**config.mk**
```make
export PLATFORM = sky130hd
export DESIGN_NAME = axis_32to8
export DESIGN_NICKNAME = d
export VERILOG_FILES = /design/src/rtl/axis_pkg.sv /design/src/rtl/axis_skid_reg.sv /design/src/rtl/axis_32to8.sv
export SDC_FILE = /design/constraint.sdc
export NUM_CORES = 1
export LEC_CHECK = 0
export BUFFER_PORTS_ARGS = -buffer_cell sky130_fd_sc_hd__buf_2
export CORE_MARGIN = 2
export CORE_UTILIZATION = 50
export CTS_BUF_LIST = sky130_fd_sc_hd__clkbuf_8
export CTS_CLUSTER_SIZE = 16
export DETAILED_ROUTE_END_ITERATION = 16
export PLACE_DENSITY = 0.8
export SETUP_SLACK_MARGIN = 0.3
export SYNTH_ARGS = -nofsm -noshare
export SYNTH_HDL_FRONTEND = slang
export SYNTH_SLANG_ARGS = --single-unit
```
**constraint.sdc**
```tcl
create_clock -name clk -period 1.9 [get_ports clk]
set_input_delay 0.285 -clock clk [delete_from_list [all_inputs] [get_ports clk]]
set_output_delay 0.285 -clock clk [all_outputs]
set_load 0.05 [all_outputs]
```
**src/rtl/axis_pkg.sv**
```systemverilog
// Shared types for the 32-to-8 AXI-Stream width converter: lane geometry,
// buffer state encoding, the stored word record and a lane-priority helper.
package axis_pkg;

    localparam int LANES  = 4;
    localparam int KEEP_W = 4;
    localparam int LANE_W = $clog2(LANES);

    typedef enum logic [1:0] {
        EMPTY = 2'd0,
        BUSY  = 2'd1,
        FULL  = 2'd2
    } state_t;

    typedef struct packed {
        logic [8*LANES-1:0] data;
        logic [KEEP_W-1:0]  keep;
        logic               last;
    } word_t;

    // Index of the highest set keep bit; lane 0 when nothing is kept.
    function automatic logic [LANE_W-1:0] highest_lane(input logic [KEEP_W-1:0] keep);
        highest_lane = '0;
        for (int i = 0; i < KEEP_W; i++) begin
            if (keep[i]) highest_lane = LANE_W'(i);
        end
    endfunction

endpackage

```
**src/rtl/axis_skid_reg.sv**
```systemverilog
// Active-word register plus one skid register behind a registered ready.
// The active word's keep shrinks as its bytes are emitted by the parent.
module axis_skid_reg
    import axis_pkg::*;
(
    input  logic              clk,
    input  logic              reset_n,
    input  logic              push,
    input  word_t             push_word,
    input  logic              pop,
    input  logic              upd,
    input  logic [KEEP_W-1:0] upd_keep,
    output word_t             act_word,
    output logic              act_valid,
    output logic              ready
);

    state_t state_q, state_d;
    word_t  act_q, act_d;
    word_t  skid_q, skid_d;
    logic   ready_q, ready_d;

    always_comb begin
        state_d = state_q;
        act_d   = act_q;
        skid_d  = skid_q;
        if (upd) act_d.keep = upd_keep;
        case (state_q)
            EMPTY: begin
                if (push) begin
                    act_d   = push_word;
                    state_d = BUSY;
                end
            end
            BUSY: begin
                // Final byte leaving while a new word arrives: load straight
                // into the active register so the byte stream has no bubble.
                if (pop && push) begin
                    act_d = push_word;
                end else if (pop) begin
                    state_d = EMPTY;
                end else if (push) begin
                    skid_d  = push_word;
                    state_d = FULL;
                end
            end
            FULL: begin
                if (pop) begin
                    act_d   = skid_q;
                    state_d = BUSY;
                end
            end
            default: state_d = EMPTY;
        endcase
        ready_d = (state_d != FULL);
    end

    always_ff @(posedge clk or negedge reset_n) begin
        if (!reset_n) begin
            state_q <= EMPTY;
            act_q   <= '0;
            skid_q  <= '0;
            ready_q <= 1'b0;
        end else begin
            state_q <= state_d;
            act_q   <= act_d;
            skid_q  <= skid_d;
            ready_q <= ready_d;
        end
    end

    assign act_word  = act_q;
    assign act_valid = (state_q != EMPTY);
    assign ready     = ready_q;

endmodule

```
**src/rtl/axis_32to8.sv**
```systemverilog
// 32-bit to 8-bit AXI-Stream width converter: emits kept lanes highest first,
// flags all-zero keep words and counts emitted packets.
module axis_32to8
    import axis_pkg::*;
#(
    parameter int PKT_CNT_W = 16
) (
    input  logic                 clk,
    input  logic                 reset_n,
    input  logic [31:0]          axis_tdata_in,
    input  logic [3:0]           axis_tkeep_in,
    input  logic                 axis_tvalid_in,
    input  logic                 axis_tlast_in,
    output logic                 axis_tready_out,
    output logic [7:0]           axis_tdata_out,
    output logic                 axis_tvalid_out,
    output logic                 axis_tlast_out,
    input  logic                 axis_tready_in,
    output logic                 err_keep,
    output logic [PKT_CNT_W-1:0] pkt_cnt
);

    word_t               in_word, act_word;
    logic                act_valid, ready;
    logic                in_xfer, out_xfer, push, pop, upd, final_byte;
    logic [LANE_W-1:0]   hi_lane;
    logic [KEEP_W-1:0]   keep_left;
    logic                err_keep_q, err_keep_d;
    logic [PKT_CNT_W-1:0] pkt_cnt_q, pkt_cnt_d;

    always_comb begin
        in_word.data = axis_tdata_in;
        in_word.keep = axis_tkeep_in;
        in_word.last = axis_tlast_in;

        hi_lane              = highest_lane(act_word.keep);
        keep_left            = act_word.keep;
        keep_left[hi_lane]   = 1'b0;
        final_byte           = (keep_left == '0);

        in_xfer  = axis_tvalid_in && ready;
        out_xfer = act_valid && axis_tready_in;
        // Empty-keep words are consumed here and never reach the buffer.
        push     = in_xfer && (axis_tkeep_in != '0);
        pop      = out_xfer && final_byte;
        upd      = out_xfer && !final_byte;

        err_keep_d = in_xfer && (axis_tkeep_in == '0);
        pkt_cnt_d  = pkt_cnt_q;
        if (pop && act_word.last) pkt_cnt_d = pkt_cnt_q + 1'b1;
    end

    axis_skid_reg u_skid (
        .clk       (clk),
        .reset_n   (reset_n),
        .push      (push),
        .push_word (in_word),
        .pop       (pop),
        .upd       (upd),
        .upd_keep  (keep_left),
        .act_word  (act_word),
        .act_valid (act_valid),
        .ready     (ready)
    );

    always_ff @(posedge clk or negedge reset_n) begin
        if (!reset_n) begin
            err_keep_q <= 1'b0;
            pkt_cnt_q  <= '0;
        end else begin
            err_keep_q <= err_keep_d;
            pkt_cnt_q  <= pkt_cnt_d;
        end
    end

    assign axis_tready_out = ready;
    assign axis_tvalid_out = act_valid;
    assign axis_tdata_out  = act_word.data[{hi_lane, 3'b000} +: 8];
    assign axis_tlast_out  = act_valid && final_byte && act_word.last;
    assign err_keep        = err_keep_q;
    assign pkt_cnt         = pkt_cnt_q;

endmodule

```
; ---- After elaboration in Yosys (flattened, before gate mapping)
; Cells that the tools add are included.
; W data, S select, Z words.
[totals]
n_memories = 0
wordCells = 60
mem_bits_rw = 0
latch_bits = 0
register_bits = 94
mem_bits_ro = 0
input_bits = 41
[classes]
n_reduce_logical = 20
magnitude_cmp = 2
div_mod_pow = 0
multipliers = 0
add_sub_neg = 1
n_shift = 1
muxes = 16
eq_ne = 6
bitwise = 4
[op_table]
columns = operator, n
row1 = $mux W37, 3
row2 = $pmux W37 S3, 1
row3 = $shiftx A32 B6 Y8, 1
row4 = $add A16 B1 Y16 const B, 1
row5 = $mux W2, 7
row6 = $logic_and A1 B1 Y1, 11
row7 = $logic_not A4 Y1, 2
row8 = $reduce_and A4 Y1, 2
row9 = $ne A2 B1 Y1 const B, 3
row10 = $pmux W2 S3, 1
row11 = $and A4 B4 Y4, 1
row12 = $mux W4, 1
row13 = $not A4 Y4, 1
row14 = $reduce_bool A4 Y1, 1
row15 = $lt A2 B3 Y1 const B, 1
row16 = $reduce_bool A3 Y1, 1
row17 = $demux W1 S2, 1
row18 = $eq A2 B1 Y1 const B, 1
row19 = $eq A2 B2 Y1 const B, 1
row20 = $ge A2 B1 Y1 const B, 1
row21 = $logic_not A2 Y1, 1
row22 = $mux W1, 2
row23 = $ne A2 B2 Y1 const B, 1
row24 = $not A1 Y1, 2
row25 = 2 further kinds, 2

; ---- Logic depth before layout (Yosys ltp)
[logic_depth]
ltp_word = 15
depth_mapped = 6
ltp_nobuf = 5

; ---- Modules after synthesis
; A second synthesis with hierarchy kept.
[unflattened]
cells_unflattened = 381
area_unflattened_um2 = 4573.1
[by_module_without_submodules]
columns = module, n_inst, seq_area_each_um2, area_per_inst_um2, cells_per_inst
row1 = axis_skid_reg, 1, 1926.8, 3482.1, 264
row2 = axis_32to8, 1, 425.4, 1091.0, 117

; ---- Least setup slack after synthesis
; No wires, ideal clock.
[synth_path]
path_kind = register to output
from = register u_skid.act_q, in the netlist u_skid.act_word[2]
to = output port axis_tdata_out[5]
t_arrival_ns = 2.172
path_stages_with_launch = 6
t_required_ns = 1.615
slack_ns = -0.557
path_cell_list = dfrtp_1 > buf_1 > mux2i_1 > nor2_1 > a21oi_1 > o21ai_0
[synth_between]
elab_chain_cells = 4
[synth_lines]
columns = element, line_no
row1 = "start, declared", axis_skid_reg.sv:19  ; word_t act_q, act_d;
row2 = "start signal, assigned", axis_skid_reg.sv:66  ; act_q <= act_d;
row3 = $mux W1, axis_pkg.sv:25  ; if (keep[i]) highest_lane = LANE_W'(i);
row4 = $mux W2 (2 in series), axis_pkg.sv:25
row5 = $shiftx A32 B6 Y8, axis_32to8.sv:78  ; assign axis_tdata_out = act_word.data[{hi_lane, 3'b000} +: 8];
row6 = "end, declared", axis_32to8.sv:15  ; output logic [7:0] axis_tdata_out,
; Every way passes these cells.

; ---- Final worst setup path
[layout_path]
from = register u_skid.act_q, in the netlist u_skid.act_word[2]
to = register u_skid.act_q, in the netlist u_skid.act_word[13]
[layout_between]
elab_chain_cells = 14
[layout_lines]
columns = element, line_no
row1 = $mux W1, axis_pkg.sv:25
row2 = $mux W2 (2 in series), axis_pkg.sv:25
row3 = $lt A2 B3 Y1 (not written as such) or $ge A2 B1 Y1 (tied branches), axis_32to8.sv:38  ; keep_left[hi_lane] = 1'b0;
row4 = $logic_and A1 B1 Y1 (not written as such), axis_32to8.sv:38
row5 = $mux W1 (not written as such), axis_32to8.sv:38
row6 = $demux W1 S2, axis_32to8.sv:38
row7 = $not A4 Y4 (no line), n/a
row8 = $and A4 B4 Y4 (no line) (*), n/a
row9 = $logic_not A4 Y1 (*), axis_32to8.sv:39  ; final_byte = (keep_left == '0);
row10 = $logic_and A1 B1 Y1 (*), axis_32to8.sv:45  ; pop = out_xfer && final_byte;
row11 = $logic_and A1 B1 Y1, axis_skid_reg.sv:38  ; if (pop && push) begin
row12 = $ne A2 B1 Y1 (no line), n/a
row13 = $reduce_and A4 Y1 (no line) (*), n/a
; Mark *: on every way between the ends. The rest lies on a longest branch, timed or not.
; A chain may end at the register's enable or synchronous reset.

==> impl_metrics.tcl <==
set metrics [dict create \
    syn_area_sq_um 4370 \
    routed-via-count 3576 \
    diodes 0 \
    height_of_the_die_um 97.49 \
    synth-compound-area-share_pct 14.63 \
    design.core.area_sq_um 8593 \
    synthDominantAreaCellType "sky130_fd_sc_hd__dfrtp_1" \
    final_util_pct 72.12 \
    floorplan.initialDensity_pct 50.86 \
    clock_tree.root_cell "sky130_fd_sc_hd__clkbuf_8" \
    postSynthRegisterBits 94 \
    worst-endpoint-arrival_ns 2.34 \
    cts_bufs_inserted 9 \
    placementRows 34 \
    drive_above_1_share_pct 51.05 \
    portBuffers 68 \
    unrepaired_setup_endpoints_after_global_routing "yes" \
    area_growth_syn_to_layout_pct 41.80 \
    cts.sinks 94 \
    ant_nets 0 \
    grt_start_max_net_pins 53 \
    syn-mean-instance-area_sq_um 12.14 \
    total_track_usage_pct 26.44 \
    status "complete, but fails checks" \
    vias_in_the_first_global_route 3650 \
    worst-endpoint-required_ns 2.20 \
    yosysWarningCount 0 \
    crit_path_max_incr_delay_ns 0.49 \
    power-per-cell-area_nw_per_um2 1843 \
    dr.pass1.iters 5 \
    postPlaceCellArea_sq_um 5161 \
    muxShareOfSynthArea_pct 11.62 \
    worstMarginPinSlew_ns 0.7492 \
    gp_congestion 0.8644 \
    ir_drop_mv 1.056 \
    criticalPathCategory "flip-flop to flip-flop" \
    drt_drc_violations_left 0 \
    wl_per_cell_um 22.42 \
    yosysSeqAreaShare_pct 53.82 \
    synth_enable_flop_cells 0 \
    grt_remaining_overflow 0 \
    clock_tree_from_tritoncts "done" \
    yosys.area_share.simple_pct 13.08 \
    static-leakage-power_nw 2.917 \
    crit_path_top_delay_cell "sky130_fd_sc_hd__or4b_4" \
    post-synth-top-area-fraction_pct 53.82 \
    netlist_instances 360 \
    final_hold_viol_count 0 \
    vias_per_cell 6.123 \
    final_cell_area_sq_um 6197 \
    worstSetupStartpointType "flip-flop" \
    nNetsFinal 513 \
    critical_path.cell_chain "buf_4, or4b_4, o2111ai_4, and2_4, clkbuf_16, a221o_1" \
    synthesis.nets 402 \
    min_from "axis_tdata_in[25]" \
    wire_length_of_the_first_global_routing_pass_um 19580 \
    report.final.slew_viol_count 0 \
    synth.distinct_cells 44 \
    synth-adder-area-share_pct 0.2863 \
    post-place-ws_ns -0.2014 \
    drt_iter0_drc 214 \
    cts_buffer_depth 2 \
    failing_checks "setup timing" \
    final.setup_skew_ns 0.01973 \
    dominantRegCellSynth "sky130_fd_sc_hd__dfrtp_1" \
    routed_wirelength_um 13100 \
    finalSetupTns_ns -6.419 \
    timing.critical_path.fanout_max 13 \
    slew_headroom_pct 49.71 \
    max-cap-violations 0 \
    ys_top_cells_by_area "sky130_fd_sc_hd__dfrtp_1, sky130_fd_sc_hd__mux2_2, sky130_fd_sc_hd__a221o_1, sky130_fd_sc_hd__and2_1, sky130_fd_sc_hd__xnor2_1" \
    maxClockFrequency_mhz 490.6 \
    hpwlAfterDp_um 6911 \
    hp-class "input pin to flip-flop" \
    crit_path_end_kind "flip-flop" \
    synth_async_sr_flop_share_pct 100.0 \
    worst_setup_hold_path_clk_slew_ns 0.10 \
    timing.final.setup_violations 81 \
    post-route-period-util_pct 107.3 \
    crit-reg2reg-launch "u_skid.act_word[2]$_DFF_PN0_" \
    largest_family_of_logic_cells_by_synthesized_area "compound AO/OA/AOI/OAI gates" \
    synth_xor_area_share_pct 3.006 \
    post-route-worst-setup-slack_ns -0.1384 \
    grt_antenna_before_repair 0 \
    die_w_um 97.49 \
    cts_max_level 3 \
    min_period_ns 2.038 \
    ios 69 \
    clock_insertion_delay_worst_skew_ns 0.38 \
    cp-startpoint "u_skid.act_word[2]$_DFF_PN0_" \
    die_ar_sq_um 9504 \
]
sequential cells by signal, summed over array words and instances (netlist names):
name and flops:
u_skid.state_q 2, u_skid.skid_q 37, u_skid.ready 1, u_skid.act_word 37, err_keep 1, pkt_cnt 16
report_power, final:
part | switching, mW | internal (mW)
clock | 0.738 | 0.640
combinational | 3.32 | 3.15
sequential | 0.680 | 2.90
per-stage QoR:
| step | hold WS [ns] | total power, mW | instances |
|---|---|---|---|
| 5_1_grt | 0.1573 | 11.87 | 584 |
| 3_3_place_gp | 0.1948 | 8.039 | 535 |
| 2_1_floorplan | -0.01059 | 7.168 | 360 |
| 3_5_place_dp | 0.1972 | 8.211 | 535 |
| 4_1_cts | 0.1473 | 10.81 | 576 |
| 6_report | 0.1490 | 11.42 | 584 |
worst paths after layout:
kind | to | slack, ns | depth (start not counted)
worst min-delay path | u_skid.act_word[30]$_DFFE_PN0P_ | 0.15 | 2
min in group asynchronous | pkt_cnt[10]$_DFFE_PN0P_ | 0.33 | 2
worst max-delay path | u_skid.act_word[13]$_DFFE_PN0P_ | -0.14 | 6
max in group asynchronous | u_skid.act_word[3]$_DFF_PN0_ | 0.96 | 3
worst min register to register | pkt_cnt[5]$_DFFE_PN0P_ | 0.50 | 1
worst max register to register | u_skid.act_word[13]$_DFFE_PN0P_ | -0.14 | 6
area by class of cell:
cell class,count,area (sq um)
Multi-Input combinational cell,242,2402
Fill cell,559,2396
Sequential cell,94,2367
Timing Repair Buffer,119,1074
Clock buffer,10,137.6
Tap cell,108,135.1
Clock inverter,6,62.56
Inverter,5,18.77
synthesized netlist by cell type (2+ instances only):
cell,count
sky130_fd_sc_hd__a211o_1,4
sky130_fd_sc_hd__a21o_1,2
sky130_fd_sc_hd__a21oi_1,12
sky130_fd_sc_hd__a221o_1,36
sky130_fd_sc_hd__and2_1,37
sky130_fd_sc_hd__and3_1,3
sky130_fd_sc_hd__and4_1,2
sky130_fd_sc_hd__buf_2,7
sky130_fd_sc_hd__buf_4,6
sky130_fd_sc_hd__buf_6,3
sky130_fd_sc_hd__clkbuf_1,5
sky130_fd_sc_hd__dfrtp_1,94
sky130_fd_sc_hd__inv_1,5
sky130_fd_sc_hd__mux2_2,38
sky130_fd_sc_hd__mux2i_1,8
sky130_fd_sc_hd__nand2_1,18
sky130_fd_sc_hd__nand2b_1,4
sky130_fd_sc_hd__nand3_1,9
sky130_fd_sc_hd__nand4_1,4
sky130_fd_sc_hd__nor2_1,12
sky130_fd_sc_hd__nor3_1,3
sky130_fd_sc_hd__nor4_1,2
sky130_fd_sc_hd__o21ai_0,10
sky130_fd_sc_hd__o22ai_1,2
sky130_fd_sc_hd__or4b_1,2
sky130_fd_sc_hd__xnor2_1,13
sky130_fd_sc_hd__xor2_1,2
per-layer routing:
| metal | track usage (%) | wire (um) | vias to the layer above |
|---|---|---|---|
| met1 | 34.33 | 5490 | 1837 |
| met2 | 44.56 | 6587 | 147 |
| li1 | - | - | 1564 |
| met5 | 0 | 0 | - |
| met3 | 4.245 | 717 | 28 |
| met4 | 10.26 | 298 | 0 |
critical path, delay by kind of cell (launching register included):
| family | cells | cell delay, ns |
|---|---|---|
| compound gates | 2 | 0.37 |
| buf+inv | 2 | 0.35 |
| flops | 1 | 0.47 |
| simple gates | 2 | 0.78 |
cells in the final DEF (no fill, tap or decap), types with 12 or more instances in the layout:
master and n:
sky130_fd_sc_hd__a221o_1 36, sky130_fd_sc_hd__buf_6 22, sky130_fd_sc_hd__mux2_4 38, sky130_fd_sc_hd__and2_1 36
sky130_fd_sc_hd__buf_4 22, sky130_fd_sc_hd__nand2_1 14, sky130_fd_sc_hd__dfrtp_2 12, sky130_fd_sc_hd__dfrtp_1 82
sky130_fd_sc_hd__buf_2 57
logic make-up (layout without fill, tap and decap cells):
logic type                 Yosys count  after routing
and+or+nand+nor                    100            100
DFF                                 94             94
AOI/OAI and AO/OA                   77             80
muxes                               46             46
buffers and inverters               27            140
xor gates and xnor gates            15             15
adders and majority gates            1              1
repair_timing:
action | in CTS | in global routing
pin swaps | 15 | 10
endpoints found under the setup margin | 101 | 101
buffers inserted | 16 | 7
endpoints found under the hold margin | 21 | 0
cloned | 8 | 1
gates resized for setup | 78 | 28
hold buffers | 1 | 0
No activity file was read; power rests on OpenSTA's default activity.
